`src/rtl/sm_muldiv_pkg.sv`:
```
// Shared encodings and defaults for the iterative MULTU/DIVU sequencer.
package sm_muldiv_pkg;

    localparam int WIDTH_DEFAULT = 32;

    localparam logic [1:0] OP_MULTU = 2'b00;
    localparam logic [1:0] OP_DIVU  = 2'b01;

    localparam logic [0:0] S_IDLE = 1'b0;
    localparam logic [0:0] S_RUN  = 1'b1;

endpackage

```
`src/rtl/sm_muldiv_if.sv`:
```
// Core-side bundle of the multiply/divide sequencer: request, stall, results, FSM debug.
import sm_muldiv_pkg::*;

interface sm_muldiv_if #(parameter int WIDTH = WIDTH_DEFAULT);

    // start is a one-sided request: it is taken in the cycle the sequencer is idle
    // with a valid op, and stall rises in that same cycle; no ready/ack exists.
    logic             start;
    logic [1:0]       op;
    logic [WIDTH-1:0] srcA;
    logic [WIDTH-1:0] srcB;
    logic             stall;
    logic             done;
    logic [WIDTH-1:0] hi;
    logic [WIDTH-1:0] lo;
    logic             divZero;
    logic [0:0]       dbg_state;

    modport master (
        output start, op, srcA, srcB,
        input  stall, done, hi, lo, divZero, dbg_state
    );

    modport slave (
        input  start, op, srcA, srcB,
        output stall, done, hi, lo, divZero, dbg_state
    );

endinterface

```
`src/rtl/sm_muldiv_step.sv`:
```
// One radix-2 iteration: shift-add for MULTU, restoring subtract for DIVU.
import sm_muldiv_pkg::*;

module sm_muldiv_step #(
    parameter int WIDTH = WIDTH_DEFAULT
) (
    input  logic [1:0]       i_op,
    input  logic [WIDTH-1:0] i_acc,
    input  logic [WIDTH-1:0] i_mq,
    input  logic [WIDTH-1:0] i_operand,
    output logic [WIDTH-1:0] o_acc,
    output logic [WIDTH-1:0] o_mq
);

    logic [WIDTH:0] w_sum;
    logic [WIDTH:0] w_rem_sh;
    logic [WIDTH:0] w_diff;
    logic           w_borrow;

    assign w_sum    = {1'b0, i_acc} + (i_mq[0] ? {1'b0, i_operand} : '0);
    assign w_rem_sh = {i_acc, i_mq[WIDTH-1]};
    // Remainder stays below the divisor, so bit WIDTH of the difference is the borrow.
    assign w_diff   = w_rem_sh - {1'b0, i_operand};
    assign w_borrow = w_diff[WIDTH];

    always_comb begin
        o_acc = '0;
        o_mq  = '0;
        if (i_op == OP_DIVU) begin
            o_acc = w_borrow ? w_rem_sh[WIDTH-1:0] : w_diff[WIDTH-1:0];
            o_mq  = {i_mq[WIDTH-2:0], ~w_borrow};
        end else begin
            o_acc = w_sum[WIDTH:1];
            o_mq  = {w_sum[0], i_mq[WIDTH-1:1]};
        end
    end

endmodule

```
`src/rtl/sm_muldiv_seq.sv`:
```
// Iterative unsigned MULTU/DIVU sequencer: stalls the core for WIDTH+1 cycles, writes HI/LO.
import sm_muldiv_pkg::*;

module sm_muldiv_seq #(
    parameter int WIDTH = WIDTH_DEFAULT
) (
    input logic        clk,
    input logic        rst_n,
    sm_muldiv_if.slave bus
);

    localparam int              CNT_W    = $clog2(WIDTH);
    localparam logic [CNT_W-1:0] CNT_LAST = CNT_W'(WIDTH - 1);

    logic [0:0]       r_state;
    logic [CNT_W-1:0] r_cnt;
    logic [1:0]       r_op;
    logic [WIDTH-1:0] r_acc;
    logic [WIDTH-1:0] r_mq;
    logic [WIDTH-1:0] r_operand;
    logic [WIDTH-1:0] r_hi;
    logic [WIDTH-1:0] r_lo;
    logic             r_done;
    logic             r_div_zero;

    logic             w_op_valid;
    logic             w_accept;
    logic [WIDTH-1:0] w_next_acc;
    logic [WIDTH-1:0] w_next_mq;

    assign w_op_valid = (bus.op == OP_MULTU) || (bus.op == OP_DIVU);
    assign w_accept   = (r_state == S_IDLE) && bus.start && w_op_valid;

    sm_muldiv_step #(.WIDTH(WIDTH)) u_step (
        .i_op      (r_op),
        .i_acc     (r_acc),
        .i_mq      (r_mq),
        .i_operand (r_operand),
        .o_acc     (w_next_acc),
        .o_mq      (w_next_mq)
    );

    // r_mq carries the multiplier for MULTU and the dividend/quotient for DIVU.
    always_ff @(posedge clk or negedge rst_n) begin
        if (!rst_n) begin
            r_state    <= S_IDLE;
            r_cnt      <= '0;
            r_op       <= OP_MULTU;
            r_acc      <= '0;
            r_mq       <= '0;
            r_operand  <= '0;
            r_hi       <= '0;
            r_lo       <= '0;
            r_done     <= 1'b0;
            r_div_zero <= 1'b0;
        end else begin
            r_done <= 1'b0;
            if (r_state == S_IDLE) begin
                if (w_accept) begin
                    r_state    <= S_RUN;
                    r_cnt      <= '0;
                    r_op       <= bus.op;
                    r_acc      <= '0;
                    r_mq       <= (bus.op == OP_DIVU) ? bus.srcA : bus.srcB;
                    r_operand  <= (bus.op == OP_DIVU) ? bus.srcB : bus.srcA;
                    r_div_zero <= (bus.op == OP_DIVU) && (bus.srcB == '0);
                end
            end else begin
                r_acc <= w_next_acc;
                r_mq  <= w_next_mq;
                r_cnt <= r_cnt + 1'b1;
                if (r_cnt == CNT_LAST) begin
                    r_state <= S_IDLE;
                    r_hi    <= w_next_acc;
                    r_lo    <= w_next_mq;
                    r_done  <= 1'b1;
                end
            end
        end
    end

    assign bus.stall     = (r_state == S_RUN) || w_accept;
    assign bus.done      = r_done;
    assign bus.hi        = r_hi;
    assign bus.lo        = r_lo;
    assign bus.divZero   = r_div_zero;
    assign bus.dbg_state = r_state;

endmodule

```
`src/flat_wrapper.sv`:
```
// flat-port wrapper written by rule: the top's interface ports become plain ports
module sm_muldiv_seq_flat 
#(
    parameter int WIDTH = WIDTH_DEFAULT
)
  (clk, rst_n, bus_start, bus_op, bus_srcA, bus_srcB, bus_stall, bus_done, bus_hi, bus_lo, bus_divZero, bus_dbg_state);
  sm_muldiv_if #(.WIDTH(WIDTH)) bus_i ();
  input logic clk;
  input logic rst_n;
  input wire logic [$bits(bus_i.start)-1:0] bus_start;
  input wire logic [$bits(bus_i.op)-1:0] bus_op;
  input wire logic [$bits(bus_i.srcA)-1:0] bus_srcA;
  input wire logic [$bits(bus_i.srcB)-1:0] bus_srcB;
  output wire logic [$bits(bus_i.stall)-1:0] bus_stall;
  output wire logic [$bits(bus_i.done)-1:0] bus_done;
  output wire logic [$bits(bus_i.hi)-1:0] bus_hi;
  output wire logic [$bits(bus_i.lo)-1:0] bus_lo;
  output wire logic [$bits(bus_i.divZero)-1:0] bus_divZero;
  output wire logic [$bits(bus_i.dbg_state)-1:0] bus_dbg_state;
  assign bus_i.start = bus_start;
  assign bus_i.op = bus_op;
  assign bus_i.srcA = bus_srcA;
  assign bus_i.srcB = bus_srcB;
  assign bus_stall = bus_i.stall;
  assign bus_done = bus_i.done;
  assign bus_hi = bus_i.hi;
  assign bus_lo = bus_i.lo;
  assign bus_divZero = bus_i.divZero;
  assign bus_dbg_state = bus_i.dbg_state;
  sm_muldiv_seq #(.WIDTH(WIDTH)) u_core (.clk(clk), .rst_n(rst_n), .bus(bus_i));
endmodule
```
`config.mk`:
```
export PLATFORM = sky130hd
export DESIGN_NAME = sm_muldiv_seq_flat
export DESIGN_NICKNAME = d
export VERILOG_FILES = /design/src/rtl/sm_muldiv_pkg.sv /design/src/rtl/sm_muldiv_if.sv /design/src/rtl/sm_muldiv_step.sv /design/src/rtl/sm_muldiv_seq.sv /design/src/flat_wrapper.sv
export SDC_FILE = /design/constraint.sdc
export NUM_CORES = 1
export LEC_CHECK = 0
export CAP_MARGIN = 20
export CORE_MARGIN = 5
export CORE_UTILIZATION = 30
export CTS_CLUSTER_SIZE = 24
export DETAILED_ROUTE_END_ITERATION = 12
export GPL_TIMING_DRIVEN = 0
export HOLD_SLACK_MARGIN = 0.1
export PLACE_DENSITY_LB_ADDON = 0.15
export SLEW_MARGIN = 20
export SYNTH_ARGS = -nofsm -noshare
export SYNTH_HDL_FRONTEND = slang
export SYNTH_SLANG_ARGS = --single-unit
```
`constraint.sdc`:
```
create_clock -name clk -period 9.66 [get_ports clk]
set_input_delay 1.932 -clock clk [delete_from_list [all_inputs] [get_ports clk]]
set_output_delay 1.932 -clock clk [all_outputs]
set_load 0.05 [all_outputs]
```
# After elaboration in Yosys (flattened, before gate mapping)
# Cells that the tools add are included.
dict set report op_classes {
  n_addsub 3
  mul 0
  div_mod_pow 0
  n_lt_le_gt_ge 0
  n_eq_ne 3
  shift 0
  muxes 17
  bitwise_logic 2
  n_reduce_logical 10
}
# cell n
set op_table {}
lappend op_table {{32-bit 2-to-1 mux} 10}
lappend op_table {{32-bit by 33-bit adder with 33-bit output} 1}
lappend op_table {{33-bit by 32-bit subtractor with 33-bit output} 1}
lappend op_table {{32-bit zero test} 1}
lappend op_table {{5-bit 2-to-1 mux} 2}
lappend op_table {{5-bit by 1-bit adder with 5-bit output (second input constant)} 1}
lappend op_table {{5-bit equality test (second input constant)} 1}
lappend op_table {{1-bit 2-to-1 mux} 5}
lappend op_table {{2-bit by 1-bit equality test with 1-bit output (second input constant)} 2}
lappend op_table {{2-bit AND reduction} 2}
lappend op_table {{1-bit logical AND} 3}
lappend op_table {{2-bit zero test} 1}
lappend op_table {{1-bit logical OR} 2}
lappend op_table {{1-bit inverter} 2}
lappend op_table {{2-bit nonzero test} 1}
dict set report totals {
  reg_bits 170
  latch_bits 0
  mem_bits_rw 0
  mem_bits_ro 0
  input_bits 69
  out_inout_bits 68
  word_cells 45
  memories 0
}

# Logic depth before layout (Yosys ltp)
dict set report logic_depth {
  depth_word 5
  mapped_depth 14
  ltp_nobuf 12
}

# By module
# From an unflattened synthesis, not the netlist that was laid out.
dict set report unflattened {
  hier_cells 1335
  area_unflattened_um2 12062.8
}
# mod instances cells_per_inst area_per_inst_um2
set modules_own_cells {}
lappend modules_own_cells {sm_muldiv_seq 1 604 7323.3}
lappend modules_own_cells {sm_muldiv_step 1 731 4739.5}

# Worst setup path after synthesis
# No wires, ideal clock.
dict set report synth_path {
  path_type {input to output}
  start {input bus_op[1]}
  end {output bus_stall}
  arrival_time_ns 2.906
  slack_ns 4.822
  path_stages 4
  path_buffers 1
  cell_sequence {inv_1 > a21oi_1 > clkbuf_1 > inv_1}
}
dict set report synth_via {
  elab_chain_cells 4
  elab_cells_between_ends 5
  classes_between {eq/ne: 1; reduce/logical: 4}
}
# item line_no
set synth_rtl {}
lappend synth_rtl {{start: declaration} flat_wrapper.sv:11} ;# input wire logic [$bits(bus_i.op)-1:0] bus_op;
lappend synth_rtl {{2-bit by 1-bit equality test with 1-bit output / 2-bit zero test (equally long branches)} sm_muldiv_seq.sv:31} ;# assign w_op_valid = (bus.op == OP_MULTU) || (bus.op == OP_DIVU);
lappend synth_rtl {{1-bit logical OR (*)} sm_muldiv_seq.sv:31}
lappend synth_rtl {{1-bit logical AND (*)} sm_muldiv_seq.sv:32} ;# assign w_accept = (r_state == S_IDLE) && bus.start && w_op_valid;
lappend synth_rtl {{1-bit logical OR (*)} sm_muldiv_seq.sv:82} ;# assign bus.stall = (r_state == S_RUN) || w_accept;
lappend synth_rtl {{end: declaration} flat_wrapper.sv:14} ;# output wire logic [$bits(bus_i.stall)-1:0] bus_stall;
# Every way passes the cells marked *; elsewhere a longest branch is shown, timed or not.

# Worst setup path in the final report
# Same ends and word-level chain as after synthesis.

==> key figures <==
Setup path
  • Crit-path slowest cell: a21oi_1
  • R2R Path End: u_core.bus.hi[30]
  • Crit Path Category: input port to output port
  • Crit path launch type: input port
  • Worst Reg-to-Reg Cells: 12
  • FF-to-FF setup slack: about 5.3 ns
  • Setup crit end: bus_stall
  • Worst EP required: between 7 and 8 ns
  • R2r startpoint: u_core.r_mq[0]
  • Critical Path Max Stage Delay: ~0.85 ns
  • Worst-path maximum fanout: 10
  • Crit path cell chain: clkdlybuf4s50_1, inv_1, a21oi_1, clkbuf_1, inv_1, clkdlybuf4s50_1
  • Worst setup EP type: output port
  • WP data arrival: approximately 5.1 ns
  • Crit path from: bus_op[1]

Placement
  • Placer Congestion: about 0.93
  • # port buffers: 136
  • Post-DP HPWL: approximately 39 mm

Yosys
  • Top cell type's share of synthesized area: 0.355
  • Post-synth EDFFs: 0
  • Register area share after synthesis: 0.355
  • Mapped Cells: approximately 1500
  • Syn_nets: 1636
  • Mapped Area: 12000 um2
  • Yosys warnings: 0
  • Unique cell type count in the Yosys netlist: just under 70
  • Synth top area cells: dfrtp_1 36%, nand2_1 9.4%, ha_1 6.9%
  • Syn Area/Cell: 7.99 um2
  • Post-synth top area cell: dfrtp_1
  • Top FF cell, synth: dfrtp_1
  • Ys async rst share: 1.00
  • #FFs+latches synth: 170

Final layout
  • Commonest non-fill, non-tap cells in the layout: 300 x nand2_1, 170 x dfrtp_1, 135 x clkdlybuf4s50_1
  • Net count, final: between 1500 and 2000
  • Share of layout cells above drive strength 1: 0.0342
  • Area Growth Syn to Fin: 22.1%
  • Commonest non-fill, non-tap cell in the layout: nand2_1

Die
  • Std cell rows: 73
  • Die H: approximately 210 um
  • Die area: about 44000 um2
  • # IOs: around 140
  • Initial cell density of the core: 0.302
  • Die X: ~210 um
  • CORE AREA: between 30000 and 40000 um2

Clock network
  • # hold bufs at CTS: 0
  • Setup bufs post-CTS: 0
  • TritonCTS Sinks: 170
  • H-Tree Depth: 4
  • Skew-Pair Late Insertion Delay: 0.46 ns
  • Post-CTS Resized: 0
  • Clock Pin Slew Worst Setup and Hold Paths: about 0.07 ns
  • TritonCTS Buffers: 17
  • CTS Root Cell: clkbuf_16
  • CTS tree: built
  • Max Root-Sink Buffers: 2

Power and ir drop
  • Power density over the cells: approximately 440 nW/um2
  • Leakage: approximately 0.0064 uW
  • Maximum VDD drop: 0.203 mV

Detailed routing
  • Via count: between 10000 and 15000
  • DRC violations left: 0
  • Detailed-route wire length: between 50 and 60 mm
  • Antenna Nets Post-Route: 0
  • WL/cell: around 23 um
  • Initial DRC Count: about 850
  • Drt pass-1 iters: 6
  • Vias per Instance: 5.51

Global route
  • GRT overflow: 0
  • Initial antenna violation count: 1
  • First-pass GRT wire length: approximately 77 mm
  • Total GRT Usage: 0.230
  • Vias in the first global route: between 10000 and 15000
  • Largest net degree at the start of global routing: 70

Job
  • Max_cap viols: 0

STA
  • # setup viols final: 0
  • Max transition margin: 0.246
  • Hold slack: 0.492 ns
  • Slew Viols, Final: 0
  • Period utilization: 0.726
  • RSZ-0062 raised after global routing: no
  • Final Hold Fails: 0
  • Final Skew: roughly 0.0086 ns
  • Minimum clock period: around 7.0 ns
  • Setup_tns: 0 ns
  • F_max: between 100 and 150 MHz
  • Worst slew pin tran: between 1 and 1.5 ns

Run status
  • Run status: finished clean

Worst hold path
  • HP Class: flip-flop to flip-flop
  • Hold_sp: u_core.bus.hi[3]
==> Yosys cell counts, drive strengths merged (4+ instances only) <==
library cell / instances
ha: 66
and3: 11
o21bai: 11
buf: 12
a22oi: 13
o21ai: 72
nand2b: 5
a21boi: 4
a211oi: 19
inv: 51
nor2b: 8
and2: 40
o21a: 9
a221oi: 4
o31ai: 10
dfrtp: 170
a21oi: 113
nor3: 20
xnor2: 34
nand3: 31
a221o: 34
o221ai: 8
nor4: 14
a22o: 12
nor2: 123
xor2: 17
mux2: 8
nand2: 301
mux2i: 10
o22ai: 4
a31oi: 81
o211ai: 12
nand4: 18
clkbuf: 78
a21o: 25
==> through the flow <==
| stage | util | total power [uW] | area [um2] | worst slack, ns | std cells |
|---|---|---|---|---|---|
| 2_1_floorplan | - | 4300 | 12000 | 4.82 | 1499 |
| 6_report | 0.369 | 6460 | 14600 | 2.65 | 2195 |
| 3_5_place_dp | 0.355 | 5700 | 14100 | 2.68 | 2162 |
| 4_1_cts | 0.369 | 6420 | 14600 | 2.68 | 2194 |
| 3_3_place_gp | 0.353 | 5700 | 14000 | -1.10 | 2160 |
| 5_1_grt | 0.369 | 6920 | 14600 | 2.64 | 2194 |
==> layer usage <==
| metal | vias up | wire, um | track usage |
|---|---|---|---|
| met1 | 5871 | 23300 | 0.313 |
| li1 | 5749 | - | - |
| met3 | 75 | 2620 | 0.0389 |
| met5 | - | 8 | 0 |
| met2 | 404 | 23300 | 0.372 |
| met4 | 2 | 1580 | 0.0785 |
==> worst min path at each step <==
stage                        endpoint  depth (start not counted)
CTS                   u_core.r_cnt[3]                          1
global route        u_core.bus.lo[30]                          2
floorplan             u_core.r_cnt[3]                          1
finish               u_core.bus.hi[3]                          2
detailed placement    u_core.r_cnt[3]                          1
global placement    u_core.bus.lo[30]                          2
==> logic make-up (layout without fill, tap and decap cells) <==
| kind of cell | Yosys count | in the layout | share of synthesized area |
|---|---|---|---|
| AO/OA/AOI/OAI | 461 | 461 | 0.256 |
| XOR/XNOR | 51 | 51 | 0.0373 |
| adder cells (fa/ha/maj) | 68 | 68 | 0.0723 |
| buffers and inverters | 141 | 311 | 0.0454 |
| flip-flops | 170 | 170 | 0.355 |
| multiplexers | 18 | 18 | 0.0159 |
| other | 0 | 1 | 0 |
| AND/OR/NAND/NOR | 590 | 590 | 0.218 |
==> cell type report <==
type,count,area (um2)
well taps,525,657
clock inverters,15,135
diodes,1,2.50
flip-flops and latches,170,4250
plain buffers,90,354
clock buffers,17,425
multi-input cells,1188,7180
inverters,51,191
repair buffers,138,1420
fillers,4198,25000
==> report_power, final <==
| group | switching (uW) | internal [uW] | total [uW] |
|---|---|---|---|
| Sequential | 356 | 1050 | 1410 |
| Clock | 348 | 339 | 687 |
| Combinational | 2800 | 1560 | 4370 |
==> worst max-delay path: cells and delay by family <==
| family | cells | cell delay, ns |
|---|---|---|
| compound gates | 1 | 0.85 |
| buf+inv | 5 | 2.28 |
==> flip-flops by register name (all words and copies together), names as in the netlist <==
signal,cells
u_core.bus.dbg_state,1
u_core.bus.divZero,1
u_core.bus.done,1
u_core.bus.hi,32
u_core.bus.lo,32
u_core.r_acc,32
u_core.r_cnt,5
u_core.r_mq,32
u_core.r_op,2
u_core.r_operand,32
Note: power is estimated with default switching activity, not from simulation.
